### src/rtl/data_sram_bridge_pkg.sv
// Shared types and constants for the data-side CPU-to-sram-like bus bridge.
package data_sram_bridge_pkg;

  typedef enum logic [1:0] {
    S_IDLE = 2'd0,
    S_ADDR = 2'd1,
    S_DATA = 2'd2
  } state_e;

  localparam logic [1:0] SIZE_BYTE = 2'd0;
  localparam logic [1:0] SIZE_HALF = 2'd1;
  localparam logic [1:0] SIZE_WORD = 2'd2;

endpackage

### src/rtl/data_sram_bridge_wen_to_size.sv
// Maps CPU byte enables and byte address to the bus size, aligned address and direction.
module data_sram_bridge_wen_to_size
  import data_sram_bridge_pkg::*;
(
  input  logic [3:0]  wen_i,
  input  logic [31:0] addr_i,
  output logic        wr_o,
  output logic [1:0]  size_o,
  output logic [31:0] addr_o
);

  logic [1:0] addr_lo;
  logic       addr_lo_unused;

  // The low address bits are re-derived from the byte enables, never taken from the CPU.
  assign addr_lo_unused = ^addr_i[1:0];

  always_comb begin
    size_o  = SIZE_WORD;
    addr_lo = 2'd0;
    case (wen_i)
      4'b0001: begin size_o = SIZE_BYTE; addr_lo = 2'd0; end
      4'b0010: begin size_o = SIZE_BYTE; addr_lo = 2'd1; end
      4'b0100: begin size_o = SIZE_BYTE; addr_lo = 2'd2; end
      4'b1000: begin size_o = SIZE_BYTE; addr_lo = 2'd3; end
      4'b0011: begin size_o = SIZE_HALF; addr_lo = 2'd0; end
      4'b1100: begin size_o = SIZE_HALF; addr_lo = 2'd2; end
      default: begin size_o = SIZE_WORD; addr_lo = 2'd0; end
    endcase
  end

  assign wr_o   = |wen_i;
  assign addr_o = {addr_i[31:2], addr_lo};

endmodule

### src/rtl/data_sram_bridge.sv
// Data SRAM port to sram-like bus bridge, one outstanding transaction.
// Define DATA_BRIDGE_WBUF_EN to add a one-entry posted write buffer.
module data_sram_bridge
  import data_sram_bridge_pkg::*;
(
  input  logic        clk,
  input  logic        reset,
  input  logic        cpu_en,
  input  logic [3:0]  cpu_wen,
  input  logic [31:0] cpu_addr,
  input  logic [31:0] cpu_wdata,
  output logic [31:0] cpu_rdata,
  output logic        cpu_stall,
  output logic        req,
  output logic        wr,
  output logic [1:0]  size,
  output logic [31:0] addr,
  output logic [31:0] wdata,
  input  logic        addr_ok,
  input  logic        data_ok,
  input  logic [31:0] rdata
);

  state_e      state_q, state_d;
  logic        map_wr;
  logic [1:0]  map_size;
  logic [31:0] map_addr;
  logic        wr_q;
  logic [1:0]  size_q;
  logic [31:0] addr_q;
  logic [31:0] wdata_q;
  logic [31:0] rdata_q;
  logic        issue;
  logic        done;
  logic        stall_release;

  data_sram_bridge_wen_to_size u_wen_to_size (
    .wen_i  (cpu_wen),
    .addr_i (cpu_addr),
    .wr_o   (map_wr),
    .size_o (map_size),
    .addr_o (map_addr)
  );

  assign issue = (state_q == S_IDLE) && cpu_en;
  assign done  = (state_q == S_DATA) && data_ok;

  always_ff @(posedge clk) begin
    if (reset) begin
      state_q <= S_IDLE;
    end else begin
      state_q <= state_d;
    end
  end

  always_comb begin
    state_d = state_q;
    case (state_q)
      S_IDLE:  if (issue)   state_d = addr_ok ? S_DATA : S_ADDR;
      S_ADDR:  if (addr_ok) state_d = S_DATA;
      S_DATA:  if (data_ok) state_d = S_IDLE;
      default:              state_d = S_IDLE;
    endcase
  end

  // Capture on issue so the bus fields stay frozen until addr_ok and through DATA.
  always_ff @(posedge clk) begin
    if (reset) begin
      wr_q    <= 1'b0;
      size_q  <= SIZE_BYTE;
      addr_q  <= '0;
      wdata_q <= '0;
      rdata_q <= '0;
    end else begin
      if (issue) begin
        wr_q    <= map_wr;
        size_q  <= map_size;
        addr_q  <= map_addr;
        wdata_q <= cpu_wdata;
      end
      if (done && !wr_q) begin
        rdata_q <= rdata;
      end
    end
  end

`ifdef DATA_BRIDGE_WBUF_EN
  logic wb_q;
  logic post;

  // A posted store issues on the bus immediately; wb_q marks the in-flight
  // transaction as the buffered drain, which releases no CPU access.
  assign post = issue && map_wr && !wb_q;

  always_ff @(posedge clk) begin
    if (reset) begin
      wb_q <= 1'b0;
    end else if (post) begin
      wb_q <= 1'b1;
    end else if (done) begin
      wb_q <= 1'b0;
    end
  end

  assign stall_release = (done && !wb_q) || post;
`else
  assign stall_release = done;
`endif

  always_comb begin
    req       = issue || (state_q == S_ADDR);
    wr        = issue ? map_wr    : wr_q;
    size      = issue ? map_size  : size_q;
    addr      = issue ? map_addr  : addr_q;
    wdata     = issue ? cpu_wdata : wdata_q;
    cpu_rdata = done  ? rdata     : rdata_q;
    cpu_stall = cpu_en && !stall_release;
  end

endmodule
### config.mk
export PLATFORM = sky130hd
export DESIGN_NAME = data_sram_bridge
export DESIGN_NICKNAME = d
export VERILOG_FILES = /design/src/rtl/data_sram_bridge_pkg.sv /design/src/rtl/data_sram_bridge_wen_to_size.sv /design/src/rtl/data_sram_bridge.sv
export SDC_FILE = /design/constraint.sdc
export NUM_CORES = 1
export LEC_CHECK = 0
export ABC_AREA = 1
export BUFFER_PORTS_ARGS = -buffer_cell sky130_fd_sc_hd__buf_2
export CAP_MARGIN = 0
export CELL_PAD_IN_SITES_DETAIL_PLACEMENT = 0
export CELL_PAD_IN_SITES_GLOBAL_PLACEMENT = 2
export CORE_MARGIN = 8
export CORE_UTILIZATION = 26
export CTS_CLUSTER_SIZE = 28
export DETAILED_ROUTE_END_ITERATION = 8
export PLACE_DENSITY = 0.87
export SKIP_CTS_REPAIR_TIMING = 1
export SYNTH_ARGS = -nofsm -noshare
export SYNTH_HDL_FRONTEND = slang
export SYNTH_SLANG_ARGS = --single-unit
export TNS_END_PERCENT = 50
### constraint.sdc
create_clock -name clk -period 3.4 [get_ports clk]
set_input_delay 0.34 -clock clk [delete_from_list [all_inputs] [get_ports clk]]
set_output_delay 0.34 -clock clk [all_outputs]
set_load 0.005 [all_outputs]
==> run_results.csv <==
group,metric,value,unit
status,status,"completed",
logic_synthesis,ys_types,21,
timing,finalSetupTns,0,ps
logic_synthesis,yosysWarnings,0,
drt,drt_pre_antenna_iters,4,
drt,dr_total_vias,4661,
die,pin_count,206,
grt,grt_pass1_wl,22.38,mm
drt,wl_met3,1.726,mm
placed_design,place_congestion,0.7037,
logic_synthesis,yosysSeqAreaShare,0.4241,
timing,fin_crit,2325,ps
run,cap_violations,0,
finish,drive_above_1_share,0.2538,
timing,setup_viol,0,
clock_network,clock_path_buffers,2,
placed_design,placed_area,5877,um^2
drt,met1_length,6.608,mm
clock_network,tritoncts,"yes",
finish,postLayoutCoreUtil,0.3428,
finish,layout_commonest_cell,"buf_2",
worst_setup_path,path_class,"flip-flop to output port",
timing,finalCritPeriodShare,0.6839,
finish,layout_common_cells,"buf_2 (203), inv_1 (167), nand2_1 (150)",
finish,layout.nets,1022,
finish,antenna_cells,0,
drt,drt-total-wl,14.38,mm
worst_setup_path,path_max_fanout,34,
timing,fmax,430.1,MHz
placed_design,io_buffers,203,
logic_synthesis,synth_area_leaders,"dfxtp_1 (42%), inv_1 (13%), nand2_1 (12%)",
logic_synthesis,syn_inst,739,
drt,dr_wl_met2,5.830,mm
timing,finClkSkew,8.340,ps
clock_network,clk_latency,350,ps
timing,hold_ws,165.2,ps
power_and_ir_drop,power_density,470.5,nW/um^2
logic_synthesis,synth_nets,844,
timing,hold_viol,0,
placed_design,hpwl,10.15,mm
finish,fin_cells,1151,
clock_network,cts_buffers,9,
die,die_w,151.4,um
logic_synthesis,synth.ff_latch_count,101,
drt,wl_per_cell,12.50,um
drt,vias_per_cell,4.050,
worst_setup_path,worstPathArrival,1990,ps
timing,worst_pin_slew,1116,ps
worst_hold_path,hold_class,"input port to flip-flop",
die,die-area,22920,um^2
worst_setup_path,required,3060,ps
drt,top_layer,"met5",
logic_synthesis,syn_avg_cell_area,6.451,um^2
clock_network,cts_root_buf,"clkbuf_16",
placed_design,dp.cells,1135,
finish,n_fill_cell,2047,
power_and_ir_drop,p_leak,3.505,nW
timing,rsz0062_at_grt,"false",
clock_network,htreeDepth,3,
power_and_ir_drop,ir_worst_vdd,213.8,uV
timing,relSlewSlack,0.2551,
grt,grt_use_total,0.1229,
finish,syn_to_final_growth,29.19,%
die,rows,49,
worst_setup_path,cp-start-kind,"flip-flop",
logic_synthesis,synth_top_area_frac,0.4241,
die,core_area,17960,um^2
timing,slew_violations,0,
die,start_util,0.2654,
logic_synthesis,yosysTopAreaCell,"dfxtp_1",
grt,grt_pass1_vias,4399,
die,floorplan.die.height,151.4,um
grt,grt_start_max_net_pins,55,
drt,drc,0,
logic_synthesis,netlist_area,4767,um^2
grt,antenna_found_initial,2,
worst_setup_path,cp-end-kind,"output port",
clock_network,clkTransAtPathRegs,70,ps
finish,finalInstanceArea,6158,um^2
grt,overflow,0,
drt,drtAntennaViolNets,0,
clock_network,numClockSinks,101,
drt,drt_iter0_drc,189,
==> path summary, 6_finish.rpt <==
path | from | to | slack, ps | cells after the start
max | state_q[0]$_SDFFE_PP0P_ | wdata[0] | 1070 | 7
min | addr_ok | state_q[0]$_SDFFE_PP0P_ | 170 | 2
max reg2reg | state_q[1]$_SDFFE_PP0P_ | rdata_q[12]$_SDFFE_PP0P_ | 1670 | 7
min reg2reg | state_q[1]$_SDFFE_PP0P_ | state_q[0]$_SDFFE_PP0P_ | 470 | 1
==> routing by layer <==
layer | GRT usage | up-vias
met2 | 0.1798 | 156
li1 | - | 2559
met3 | 0.05976 | 14
met4 | 0.04453 | 4
met1 | 0.1530 | 1928
met5 | 0 | -
==> power breakdown <==
part           switching (mW)  leakage [nW]  internal, mW
combinational           0.354          2.54         0.245
sequential             0.0257         0.832          1.27
clock                   0.498         0.130         0.506
total                   0.878          3.50          2.02
==> sequential cells by signal, indices dropped and copies added, names as in the netlist <==
name     count
addr_q      32
rdata_q     32
size_q       2
state_q      2
wdata_q     32
wr_q         1
==> cells in the mapped netlist (all sizes together) <==
cell / count
clkbuf: 13
a21oi: 5
nand2: 151
dfxtp: 101
nand3: 5
nand4: 32
inv: 169
o211ai: 1
o21ai: 94
nor2: 135
nor4: 1
buf: 32
==> worst max-delay path: stages, from the launching register on <==
cell     delay [ps]
dfxtp_1         430
inv_2            80
nand3_4         330
buf_4           360
nand2_1          90
o21ai_0         110
inv_1           100
buf_2           140
==> kinds of logic after synthesis <==
group | after synthesis | share of synthesized area
AOI/OAI and AO/OA | 100 | 0.1055
buffers and inverters | 214 | 0.1919
DFF | 101 | 0.4241
and+or+nand+nor | 324 | 0.2785
==> area by class of cell <==
class,instances,area (um^2),area share
clock buffers,9,225.2,0.03657
multi-input cells,424,1838,0.2985
repair buffers,212,1096,0.1780
flip-flops and latches,101,2022,0.3283
well taps,229,286.5,0.04653
clock inverters,7,56.30,0.009143
inverters,169,634.4,0.1030
==> through the flow <==
stage               worst slack [ps]  power [mW]
floorplan                       1980       1.677
global placement                1319       1.935
detailed placement              1322       1.934
CTS                            999.4       2.960
global route                   864.0       3.098
finish                          1075       2.897
Note: power is estimated with default switching activity, not from simulation.
